**src/rtl/display_share_arbiter.sv**
```systemverilog
// Round-robin owner arbiter for the shared 8-digit seven-segment display driver.
// Optional blank GAP state between owners is enabled with `define DISP_GAP_EN.
module display_share_arbiter #(
  parameter int          NUM_REQ     = 2,
  parameter int          HOLD_CYCLES = 100_000_000,
  parameter int          GAP_CYCLES  = 10_000_000,
  parameter logic [31:0] IDLE_DATA   = 32'h0000_0000,
  localparam int         CW          = (NUM_REQ > 2) ? $clog2(NUM_REQ) : 1
) (
  input  logic                  clk,
  input  logic                  rst_n,
  input  logic [NUM_REQ-1:0]    req,
  input  logic [32*NUM_REQ-1:0] req_data,
  output logic [NUM_REQ-1:0]    gnt,
  output logic [CW-1:0]         owner,
  output logic [31:0]           disp_data,
  output logic                  disp_enable
);

  localparam int HW = (HOLD_CYCLES > 1) ? $clog2(HOLD_CYCLES) : 1;

`ifdef DISP_GAP_EN
  localparam int GW = (GAP_CYCLES > 1) ? $clog2(GAP_CYCLES) : 1;
  typedef enum logic [1:0] {ST_IDLE = 2'd0, ST_GRANT = 2'd1, ST_GAP = 2'd2} state_t;
  logic [GW-1:0] gap_cnt_reg, gap_cnt_next;
`else
  typedef enum logic [1:0] {ST_IDLE = 2'd0, ST_GRANT = 2'd1} state_t;
`endif

  state_t               state_reg, state_next;
  logic [NUM_REQ-1:0]   gnt_reg, gnt_next;
  logic [CW-1:0]        owner_reg, owner_next;
  logic [CW-1:0]        last_owner_reg, last_owner_next;
  logic [31:0]          disp_data_reg, disp_data_next;
  logic                 disp_enable_reg, disp_enable_next;
  logic [HW-1:0]        hold_cnt_reg, hold_cnt_next;

  logic [31:0]          data_arr [NUM_REQ];
  logic                 pick_valid;
  logic [CW-1:0]        pick_idx;
  logic [CW-1:0]        cand;
  int                   pick_pos;
  logic                 take_owner, release_all, switch_owner;
  logic                 owner_req, contender;

  generate
    for (genvar gi = 0; gi < NUM_REQ; gi++) begin : g_unpack
      assign data_arr[gi] = req_data[32*gi +: 32];
    end
  endgenerate

  // Descending scan so the nearest requester after last_owner wins.
  always_comb begin
    pick_valid = 1'b0;
    pick_idx   = '0;
    pick_pos   = 0;
    cand       = '0;
    for (int k = NUM_REQ; k >= 1; k--) begin
      pick_pos = (int'(last_owner_reg) + k) % NUM_REQ;
      cand     = CW'(pick_pos);
      if (req[cand]) begin
        pick_valid = 1'b1;
        pick_idx   = cand;
      end
    end
  end

  assign owner_req = req[owner_reg];
  assign contender = |(req & ~gnt_reg);

  always_comb begin
    state_next       = state_reg;
    gnt_next         = gnt_reg;
    owner_next       = owner_reg;
    last_owner_next  = last_owner_reg;
    disp_data_next   = disp_data_reg;
    disp_enable_next = disp_enable_reg;
    hold_cnt_next    = hold_cnt_reg;
`ifdef DISP_GAP_EN
    gap_cnt_next     = gap_cnt_reg;
`endif
    take_owner       = 1'b0;
    release_all      = 1'b0;
    switch_owner     = 1'b0;

    case (state_reg)
      ST_IDLE: take_owner = pick_valid;
      ST_GRANT: begin
        if (!owner_req) begin
          if (pick_valid) switch_owner = 1'b1;
          else            release_all  = 1'b1;
        end else if (hold_cnt_reg == '0 && contender) begin
          switch_owner = 1'b1;
        end else begin
          disp_data_next = data_arr[owner_reg];
          if (hold_cnt_reg != '0) hold_cnt_next = hold_cnt_reg - HW'(1);
        end
      end
`ifdef DISP_GAP_EN
      ST_GAP: begin
        if (gap_cnt_reg == '0) begin
          if (pick_valid) take_owner  = 1'b1;
          else            release_all = 1'b1;
        end else begin
          gap_cnt_next = gap_cnt_reg - GW'(1);
        end
      end
`endif
      default: release_all = 1'b1;
    endcase

`ifdef DISP_GAP_EN
    // Owner-to-owner handover blanks the display before the new pick.
    if (switch_owner) begin
      state_next       = ST_GAP;
      gnt_next         = '0;
      disp_enable_next = 1'b0;
      disp_data_next   = IDLE_DATA;
      gap_cnt_next     = GW'(GAP_CYCLES - 1);
    end
`else
    if (switch_owner) take_owner = 1'b1;
`endif

    if (take_owner) begin
      state_next          = ST_GRANT;
      gnt_next            = '0;
      gnt_next[pick_idx]  = 1'b1;
      owner_next          = pick_idx;
      last_owner_next     = pick_idx;
      disp_data_next      = data_arr[pick_idx];
      disp_enable_next    = 1'b1;
      hold_cnt_next       = HW'(HOLD_CYCLES - 1);
    end

    if (release_all) begin
      state_next       = ST_IDLE;
      gnt_next         = '0;
      disp_enable_next = 1'b0;
      disp_data_next   = IDLE_DATA;
      hold_cnt_next    = '0;
    end
  end

  always_ff @(posedge clk or negedge rst_n) begin
    if (!rst_n) begin
      state_reg       <= ST_IDLE;
      gnt_reg         <= '0;
      owner_reg       <= '0;
      last_owner_reg  <= CW'(NUM_REQ - 1);
      disp_data_reg   <= IDLE_DATA;
      disp_enable_reg <= 1'b0;
      hold_cnt_reg    <= '0;
`ifdef DISP_GAP_EN
      gap_cnt_reg     <= '0;
`endif
    end else begin
      state_reg       <= state_next;
      gnt_reg         <= gnt_next;
      owner_reg       <= owner_next;
      last_owner_reg  <= last_owner_next;
      disp_data_reg   <= disp_data_next;
      disp_enable_reg <= disp_enable_next;
      hold_cnt_reg    <= hold_cnt_next;
`ifdef DISP_GAP_EN
      gap_cnt_reg     <= gap_cnt_next;
`endif
    end
  end

  assign gnt         = gnt_reg;
  assign owner       = owner_reg;
  assign disp_data   = disp_data_reg;
  assign disp_enable = disp_enable_reg;

endmodule

```
**config.mk**
```make
export PLATFORM = sky130hd
export DESIGN_NAME = display_share_arbiter
export DESIGN_NICKNAME = d
export VERILOG_FILES = /design/src/rtl/display_share_arbiter.sv
export SDC_FILE = /design/constraint.sdc
export NUM_CORES = 1
export LEC_CHECK = 0
export BUFFER_PORTS_ARGS = -buffer_cell sky130_fd_sc_hd__buf_2
export CAP_MARGIN = 5
export CORE_MARGIN = 1.5
export CORE_UTILIZATION = 40
export DETAILED_ROUTE_END_ITERATION = 16
export SLEW_MARGIN = 25
export SYNTH_ARGS = -nofsm -noshare
export SYNTH_HDL_FRONTEND = slang
export SYNTH_SLANG_ARGS = --single-unit
```
**constraint.sdc**
```tcl
create_clock -name clk -period 2.1 [get_ports clk]
set_input_delay 0.315 -clock clk [delete_from_list [all_inputs] [get_ports clk]]
set_output_delay 0.315 -clock clk [all_outputs]
set_load 0.03 [all_outputs]
```
==> metrics.cfg, run 1 <==
[place]
post-dp-hpwl_mm = 9.241
io_buffers = 103
place_area_um2 = 5431
routabilityCongestion = 0.8738

[pwr]
power.switching_w = 0.002019
p_leak_nw = 2.497
ir_worst_vdd_uv = 488.9
p_clk_share_pct = 22.9
p_per_area_nw_per_um2 = 820.2
p_seq_share_pct = 33.5
swShare_pct = 40.09
pwr-share-comb_pct = 43.6
power.internal_w = 0.003016

[status]
status = complete, no violations

[clocking]
clk_path_buf_depth = 2
clkSinkCount = 64
numCtsBuffers = 9
htree_levels = 3
cts.clk_slew.worst_paths_ns = 0.07
worstSkewPairLatency_ns = 0.36
root_buffer = clkbuf_8
cts_tree = done

[timing]
rsz0062_at_grt = yes
timing.fmax_mhz = 481.9
finClkSkew_ns = 0.009060
slew_viol_final = 0
slew_headroom_pct = 62.48
fin_crit_sh_pct = 98.82
setup_tns_ns = 0
worst_slew_pin_slew_ns = 0.5628
hold_viol = 0
finalSetupViolCount = 0
period_minus_slack_ns = 2.075

[detailed_routing]
drt-pass1-iter-count = 5
drc = 0
drt-total-wl_mm = 14.09
initialDrtViolationCount = 351
wl_per_cell_um = 18.02
avgViaCountPerCell = 5.996
routed-via-count = 4689
detail-route-antenna-nets = 0

[worst_hold_path]
min_from = req[0]
hp-class = in2reg
hold_depth = 2
hold_path_end = last_owner_reg

[synth]
syn_area_um2 = 4393
ys_seq_elements = 64
syn_area_per_cell_um2 = 9.095
syn-num-nets = 553
synthTopCellsByArea = dfrtp_1 (36%), a211oi_1 (11%), nor2b_1 (9.1%), o31ai_1 (6.2%), nand3b_1 (5.8%)
syn_inst = 483
netlist.area_leader.share_pct = 35.89
async_flop_share_pct = 100.0
synth_cell_types = 62
synth-edff-count = 0
synthFlopType = dfrtp_1
yosysTopAreaCell = dfrtp_1
ys_warn_count = 0
yosysSeqAreaShare_pct = 36.49

[worst_setup_path]
startpoint = hold_cnt_reg[12]
critPathMaxFanout = 5
reg2reg_depth = 7
r2r_setup_slack_ns = 0.02
critPathMaxStageDelay_ns = 0.43
crit_required_ns = 2.34
worstSetupPathType = reg2reg
critPathArrivalTime_ns = 2.31
crit_slowest_cell = dfrtp_1
worstPathCellList = nor4_4 -> buf_4 -> nand4_1 -> o21ai_2 -> buf_4 -> mux2i_1 -> a221o_1
cp_common_cell = buf_4
worst_setup_path_start_kind = flop
r2r-end = hold_cnt_reg[22]
crit_path_end_kind = flop
r2r_start = hold_cnt_reg[12]

[cells_and_area]
postLayoutCellArea_um2 = 6138
final_nets = 708
largest_register_ffs = 32
insertedDiodeCount = 0
area_delta_synth_final_pct = 39.73
drive_gt1_share_pct = 41.12

[grt]
overflow = 0
grt_pass1_wl_mm = 20.73
grt_max_degree = 55
grt_use_total_pct = 22.66
antenna_found_initial = 0
grt_pass1_vias = 4327

[floorplanning]
die_h_um = 107.8
die_area_um2 = 11620
num_rows = 38
start_util_pct = 40.70
die_width_um = 107.8
core-area_um2 = 10790
ios = 104

[flow_run]
maxCapViolCount = 0

-- Yosys cell counts, types with 4 or more instances --
cell type / instances
a211oi_1: 65
nor2b_1: 64
dfrtp_1: 63
o31ai_1: 36
nand3b_1: 34
clkbuf_1: 31
a21oi_1: 22
nand2_1: 16
nor3_1: 12
nor2_1: 10
or4_1: 10
nand3_1: 8
inv_1: 7
mux2i_1: 7
buf_2: 6
o21ai_1: 6
nand4_1: 5
a31oi_1: 4
buf_6: 4
nor4_1: 4
o211ai_1: 4
o21ai_0: 4
or3_1: 4
-- cell families after synthesis --
| kind of cell | after synthesis | synth area share (%) |
|---|---|---|
| muxes | 9 | 2.108 |
| AOI/OAI and AO/OA | 169 | 27.86 |
| and+or+nand+nor | 185 | 27.03 |
| adders and majority gates | 2 | 0.5695 |
| DFF | 64 | 36.49 |
| xor gates and xnor gates | 2 | 0.3988 |
| buffers and inverters | 52 | 5.554 |
-- cell type report --
| cell class | instances | area, µm² |
|---|---|---|
| clock buffer | 11 | 131.4 |
| clock inverter | 4 | 70.07 |
| fill | 983 | 4654 |
| inverter | 8 | 30.03 |
| multi-input combinational | 368 | 2872 |
| sequential | 64 | 1604 |
| tap | 140 | 175.2 |
| timing repair buffer | 187 | 1256 |
-- power groups by stage --
| stage | clock (W) | sequential [W] | combinational [W] |
|---|---|---|---|
| finish | 0.00115 | 0.00169 | 0.00219 |
| global route | 0.00123 | 0.00172 | 0.00235 |
| CTS | 0.00117 | 0.00169 | 0.00198 |
| detailed placement | 0 | 0.00170 | 0.00196 |
| global placement | 0 | 0.00170 | 0.00192 |
| floorplan | 0 | 0.00201 | 0.000906 |
-- how the worst max path moves through the flow --
stage | endpoint | slack [ns]
after floorplan | disp_data[21] | 0.05
after global placement | disp_data[3] | -0.11
after detailed placement | disp_data[4] | -0.12
after CTS | hold_cnt_reg[2] | -0.01
after global routing | disp_data[15] | -0.08
final | hold_cnt_reg[22] | 0.02
-- layer usage --
metal	global-route usage (%)	vias up	part of all wire (%)
met5	0	-	0
met4	8.459	0	2.0
met3	4.964	23	5.6
met2	37.03	167	49
met1	29.29	2326	44
li1	-	2173	-
-- placed cells by master (no fill, tap or decap), types with 3 or more instances in the layout --
cell      instances
a21oi_2           3
buf_4            70
clkbuf_8          9
nor2_1            9
a211oi_2         28
or4_4             4
o211ai_1          4
nor2b_1          64
o21ai_1           5
a221o_1           3
buf_12            3
a21oi_1          18
nand3b_1         34
nand4_1           5
or3_1             4
a31oi_1           3
nand3_1           8
a31oi_4           3
buf_6             6
mux2i_1           7
o21ai_0           4
or4_1             7
nand2_1          16
nor3_1           10
a211oi_1         38
dfrtp_1          62
inv_1             7
nand2b_1          3
buf_2           103
o31ai_1          35
-- timing repair --
action | CTS | global route
setup buffers | 6 | 8
endpoints found under the hold margin | 18 | 0
hold buffers | 1 | 0
gates resized for setup | 4 | 62
endpoints found under the setup margin | 44 | 56
pin swaps | 2 | 17
gates cloned | 0 | 5
-- through the flow --
step | setup WS [ns] | utilization, % | cells | hold WS, ns | power [W]
6_report | 0.02468 | 56.87 | 782 | 0.2462 | 0.005035
5_1_grt | -0.07670 | 56.87 | 782 | 0.2546 | 0.005301
4_1_cts | -0.01147 | 52.84 | 770 | 0.2396 | 0.004839
3_5_place_dp | -0.1167 | 50.32 | 748 | 0.3407 | 0.003655
3_3_place_gp | -0.1068 | 50.32 | 748 | 0.3449 | 0.003617
2_1_floorplan | 0.04618 | - | 483 | 0.01941 | 0.002918
-- worst max-delay path: cells and delay by family, from the launching register on --
family                 cells  cell delay (ns)
flip-flops                 1             0.43
AND/OR/NAND/NOR            2             0.51
AO/OA/AOI/OAI              2             0.56
multiplexers               1             0.08
buffers and inverters      2             0.36
Note: power is estimated with default switching activity, not from simulation.
==> run 2, diff against run 1 <==
- SETUP_SLACK_MARGIN: default -> 0.3
==> run 2 against run 1 <==
Against the previous run:
- the flow now finishes with violations (setup timing)
- critical path depth rose by 3
- final cell count rose by 4.0%
- power up 8.5%
- global-route usage grew 5.5 points
- critical path type unchanged
==> metrics.cfg, run 2 (synthesis gave the netlist of run 1 again) <==
[detailed_routing]
wl_per_cell_um = 20.19
drt-pass1-iter-count = 5
initialDrtViolationCount = 293
avgViaCountPerCell = 6.071
drc = 0
detail-route-antenna-nets = 0
drt-total-wl_mm = 16.42
routed-via-count = 4936

[clocking]
clk_path_buf_depth = 2
numCtsBuffers = 9
clkSinkCount = 64
cts.clk_slew.worst_paths_ns = 0.07
worstSkewPairLatency_ns = 0.37
htree_levels = 3
root_buffer = clkbuf_8
cts_tree = done

[grt]
grt_pass1_vias = 4829
grt_pass1_wl_mm = 25.19
grt_max_degree = 36
antenna_found_initial = 0
grt_use_total_pct = 28.14
overflow = 0

[floorplanning]
start_util_pct = 40.70
die_h_um = 107.8
die_area_um2 = 11620
die_width_um = 107.8
num_rows = 38
ios = 104
core-area_um2 = 10790

[worst_setup_path]
crit_path_end_kind = flop
crit_required_ns = 2.38
r2r_setup_slack_ns = -0.06
worstSetupPathType = reg2reg
worst_setup_path_start_kind = flop
r2r-end = disp_data[12]
r2r_start = hold_cnt_reg[1]
reg2reg_depth = 10
critPathMaxFanout = 6
critPathArrivalTime_ns = 2.44

[cells_and_area]
area_delta_synth_final_pct = 60.52
final_core_util_pct = 65.34
most-common-layout-cells = buf_2 (103), nor2b_1 (64), buf_4 (59)
insertedDiodeCount = 0
finalNonFillerCells = 813
final_common_cell = buf_2
largest_register_ffs = 32
final_nets = 738
fillCellCount = 843
drive_gt1_share_pct = 55.42

[timing]
finalSetupViolCount = 9
slew_headroom_pct = 63.75
hold_viol = 0
fin_crit_sh_pct = 103.1
slew_viol_final = 0
worst_slew_pin_slew_ns = 0.5286
rsz0062_at_grt = yes
finClkSkew_ns = 0.008070
period_minus_slack_ns = 2.165
fin_hold_ws_ns = 0.2194
worst_slack_ns = -0.06493
timing.fmax_mhz = 461.9

[place]
place_inst = 743
post-dp-hpwl_mm = 9.727
post-place-ws_ns = -0.08504
routabilityCongestion = 0.8433
io_buffers = 103

[worst_hold_path]
hold_path_end = last_owner_reg
min_from = req[0]
hold_depth = 2
hp-class = in2reg

[pwr]
power.internal_w = 0.003141
swShare_pct = 42.48
p_per_area_nw_per_um2 = 774.5
p_clk_share_pct = 18.7
pwr-share-comb_pct = 49.8
ir_worst_vdd_uv = 410.4
p_leak_nw = 2.793
p_seq_share_pct = 31.5
power.switching_w = 0.002320

[flow_run]
maxCapViolCount = 0

[status]
status = finished with violations
violations = setup timing

-- run 2: changes by cell type in the layout (fill, tap and decap cells not counted), sizes merged --
cell / before / now
o211ai: 5 / 6
bufinv: 2 / 0
dlymetal6s2s: 1 / 0
clkinv: 3 / 5
buf: 183 / 213
clkinvlp: 0 / 1
a31o: 3 / 4
clkbuf: 13 / 12
-- run 2: per-stage QoR --
step	setup TNS, ns	total power (W)	instance area [µm²]
after detailed placement	-0.7169	0.003792	5602
final	-0.3652	0.005462	7052
after floorplan	0	0.003065	4651
after CTS	-0.03106	0.005244	6711
after global routing	-2.400	0.005736	7052
after global placement	-0.009066	0.003740	5602
-- run 2: worst max-delay path by stage --
stage                     startpoint               end  slack (ns)  depth (start not counted)
floorplan           hold_cnt_reg[20]  hold_cnt_reg[26]        0.11                          5
finish               hold_cnt_reg[1]     disp_data[12]       -0.06                         10
detailed placement   hold_cnt_reg[0]     disp_data[11]       -0.09                          8
global route         hold_cnt_reg[0]     disp_data[14]       -0.15                         10
CTS                 hold_cnt_reg[21]  hold_cnt_reg[26]       -0.02                          5
global placement    hold_cnt_reg[20]  hold_cnt_reg[26]      -0.009                          5
-- run 2: cell type report --
class / count / area (µm²) / share of cell area, %
Tap cell: 140 / 175.2 / 2.484
Inverter: 8 / 30.03 / 0.4258
Sequential cell: 64 / 1610 / 22.84
Clock buffer: 11 / 151.4 / 2.147
Multi-Input combinational cell: 370 / 3338 / 47.34
Timing Repair Buffer: 215 / 1715 / 24.33
Clock inverter: 5 / 31.28 / 0.4436
-- run 2: routing by layer --
layer | up-vias | GRT usage (%) | routed length [µm]
met5 | - | 0 | 0
met4 | 0 | 9.868 | 542
met3 | 52 | 6.659 | 813
met2 | 172 | 47.00 | 8308
met1 | 2479 | 35.48 | 6751
li1 | 2233 | - | -
-- run 2: timing repair --
item,4_1_cts,5_1_grt
gates cloned,11,1
hold buffers,1,0
endpoints found under the hold margin,7,0
resized for setup,113,48
setup buffers,26,15
pin swaps,75,40
setup endpoints to repair,63,64
-- run 2: worst max-delay path, cell delays in order (launching register included) --
cell      delay [ns]
dfrtp_1         0.39
inv_2           0.10
ha_4            0.16
nor3b_4         0.21
and4_4          0.32
a31o_4          0.28
buf_6           0.16
buf_12          0.10
buf_16          0.11
a211oi_2        0.03
o31ai_1         0.21
-- run 2: power groups by stage --
stage | combinational [W] | sequential (W) | clock [W]
after floorplan | 0.00105 | 0.00202 | 0
after global placement | 0.00205 | 0.00169 | 0
after detailed placement | 0.00209 | 0.00170 | 0
after CTS | 0.00252 | 0.00170 | 0.00103
after global routing | 0.00290 | 0.00174 | 0.00109
final | 0.00272 | 0.00172 | 0.00102
==> run 3, diff against run 2 <==
- CORE_UTILIZATION: 40 -> 49
- PLACE_DENSITY: default -> 0.77
==> run 3 against run 2 <==
Against the previous run:
- the flow still finishes with violations (setup timing)
- via count up 4.7%
- non-clock buffer count shrank 10
- clock skew is essentially flat
- die area fell by 18%
- first-iteration DRC count rose by 61%
- largest power group unchanged
==> metrics.cfg, run 3 (synthesis gave the netlist of run 1 again) <==
[cells_and_area]
postLayoutCellArea_um2 = 6823
area_delta_synth_final_pct = 55.31
final_common_cell = buf_2
fillCellCount = 508
ff_latch_area_um2 = 1612
most-common-layout-cells = buf_2 (103), buf_4 (66), nor2b_1 (64)
final_nets = 727
largest_register_ffs = 32
drive_gt1_share_pct = 54.68
multi_input_area_um2 = 3284
insertedDiodeCount = 0
finalNonFillerCells = 770

[detailed_routing]
drt-pass1-iter-count = 5
drc = 0
drt-total-wl_mm = 17.15
initialDrtViolationCount = 473
routed-via-count = 5167
avgViaCountPerCell = 6.710
wl_per_cell_um = 22.28
detail-route-antenna-nets = 0

[place]
place_area_um2 = 5474
io_buffers = 103
post-dp-hpwl_mm = 9.035
place_inst = 701
routabilityCongestion = 0.9573

[worst_setup_path]
critPathMaxStageDelay_ns = 0.41
worstPathCellList = inv_2 -> ha_4 -> nor3b_4 -> and4_4 -> buf_4 -> a31oi_4 -> nor2_4 -> mux2_4
critPathArrivalTime_ns = 2.41
worst_setup_path_start_kind = flop
crit_path_end_kind = flop
r2r_setup_slack_ns = -0.07
critPathMaxFanout = 5
worstSetupPathType = reg2reg
crit_slowest_cell = dfrtp_1
crit_required_ns = 2.34

[floorplanning]
die_h_um = 97.69
core-area_um2 = 8721
die_area_um2 = 9542
start_util_pct = 50.37
die_width_um = 97.69
ios = 104
num_rows = 34

[grt]
overflow = 0
grt_pass1_wl_mm = 24.05
grt_max_degree = 66
grt_use_total_pct = 31.19
grt_pass1_vias = 4759
antenna_found_initial = 0

[clocking]
clk_path_buf_depth = 2
numCtsBuffers = 9
cts.clk_slew.worst_paths_ns = 0.08
cts_tree = done
root_buffer = clkbuf_8
htree_levels = 3
clkSinkCount = 64
worstSkewPairLatency_ns = 0.35

[timing]
worst_slack_ns = -0.06650
fin_crit_sh_pct = 103.2
period_minus_slack_ns = 2.167
worst_slew_pin_slew_ns = 0.8007
setup_tns_ns = -0.3907
finalSetupViolCount = 20
hold_viol = 0
slew_viol_final = 0
rsz0062_at_grt = yes
slew_headroom_pct = 46.62
finClkSkew_ns = 0.008510
timing.fmax_mhz = 461.6

[status]
status = finished with violations
violations = setup timing

[worst_hold_path]
hp-class = in2reg

[pwr]
ir_worst_vdd_uv = 520.6
p_per_area_nw_per_um2 = 827.6
p_leak_nw = 2.692

[flow_run]
maxCapViolCount = 0

-- run 3: cell count changes in the layout (fill, tap and decap cells not counted), sizes merged --
| cell | change |
|---|---|
| a31o | -1 |
| buf | -11 |
| bufinv | +2 |
| clkbuf | +1 |
| clkinv | -3 |
| clkinvlp | +1 |
-- run 3: through the flow --
stage	hold slack [ns]	setup WS, ns	utilization, %	power, W
final	0.2771	-0.06650	78.24	0.005647
after CTS	0.2616	0.07558	70.95	0.005142
after detailed placement	0.3652	-0.07619	62.77	0.003738
after floorplan	0.01941	0.1142	-	0.003065
after global placement	0.3642	0.04358	62.77	0.003671
after global routing	0.2965	-0.1262	78.24	0.005851
-- run 3: what timing repair did --
item / in CTS / in global routing
resized for setup: 72 / 79
hold endpoints to repair: 47 / 0
gates cloned: 4 / 3
hold buffers: 1 / 0
setup buffers: 19 / 26
pin swaps: 31 / 44
setup endpoints to repair: 64 / 64
-- run 3: worst paths after layout --
path,from,to,cells past startpoint
min,req[0],last_owner_reg,2
min in group asynchronous,rst_n,hold_cnt_reg[13],3
max reg2reg,hold_cnt_reg[1],gnt[1],8
max in group asynchronous,rst_n,last_owner_reg,3
min reg2reg,disp_data[20],disp_data[20],2
max,hold_cnt_reg[1],gnt[1],8
-- run 3: power breakdown --
| part | total (W) | internal (W) | switching (W) |
|---|---|---|---|
| clock network | 0.00123 | 0.000700 | 0.000532 |
| registers | 0.00172 | 0.00149 | 0.000237 |
| logic | 0.00269 | 0.00110 | 0.00159 |
-- run 3: cell type report --
class,count,share of cell area (%)
clock buffer,11,2.072
clock inverter,5,1.174
inverter,8,0.4401
multi-input combinational,369,48.14
sequential,64,23.62
tap,108,1.981
timing repair buffer,205,22.57
-- run 3: critical path, delay by kind of cell (launching register included) --
kind,cells,cell delay (ns)
muxes,1,0.31
AOI/OAI and AO/OA,1,0.17
buffers and inverters,2,0.24
and+or+nand+nor,3,0.80
adders and majority gates,1,0.13
DFF,1,0.41
-- run 3: routing by layer --
metal  track usage (%)  up-vias  wire [µm]
met5                 0        -          0
met4             13.74        0        886
met3             6.331       94       1430
met2             50.32      342       8158
met1             40.49     2522       6678
li1                  -     2209          -
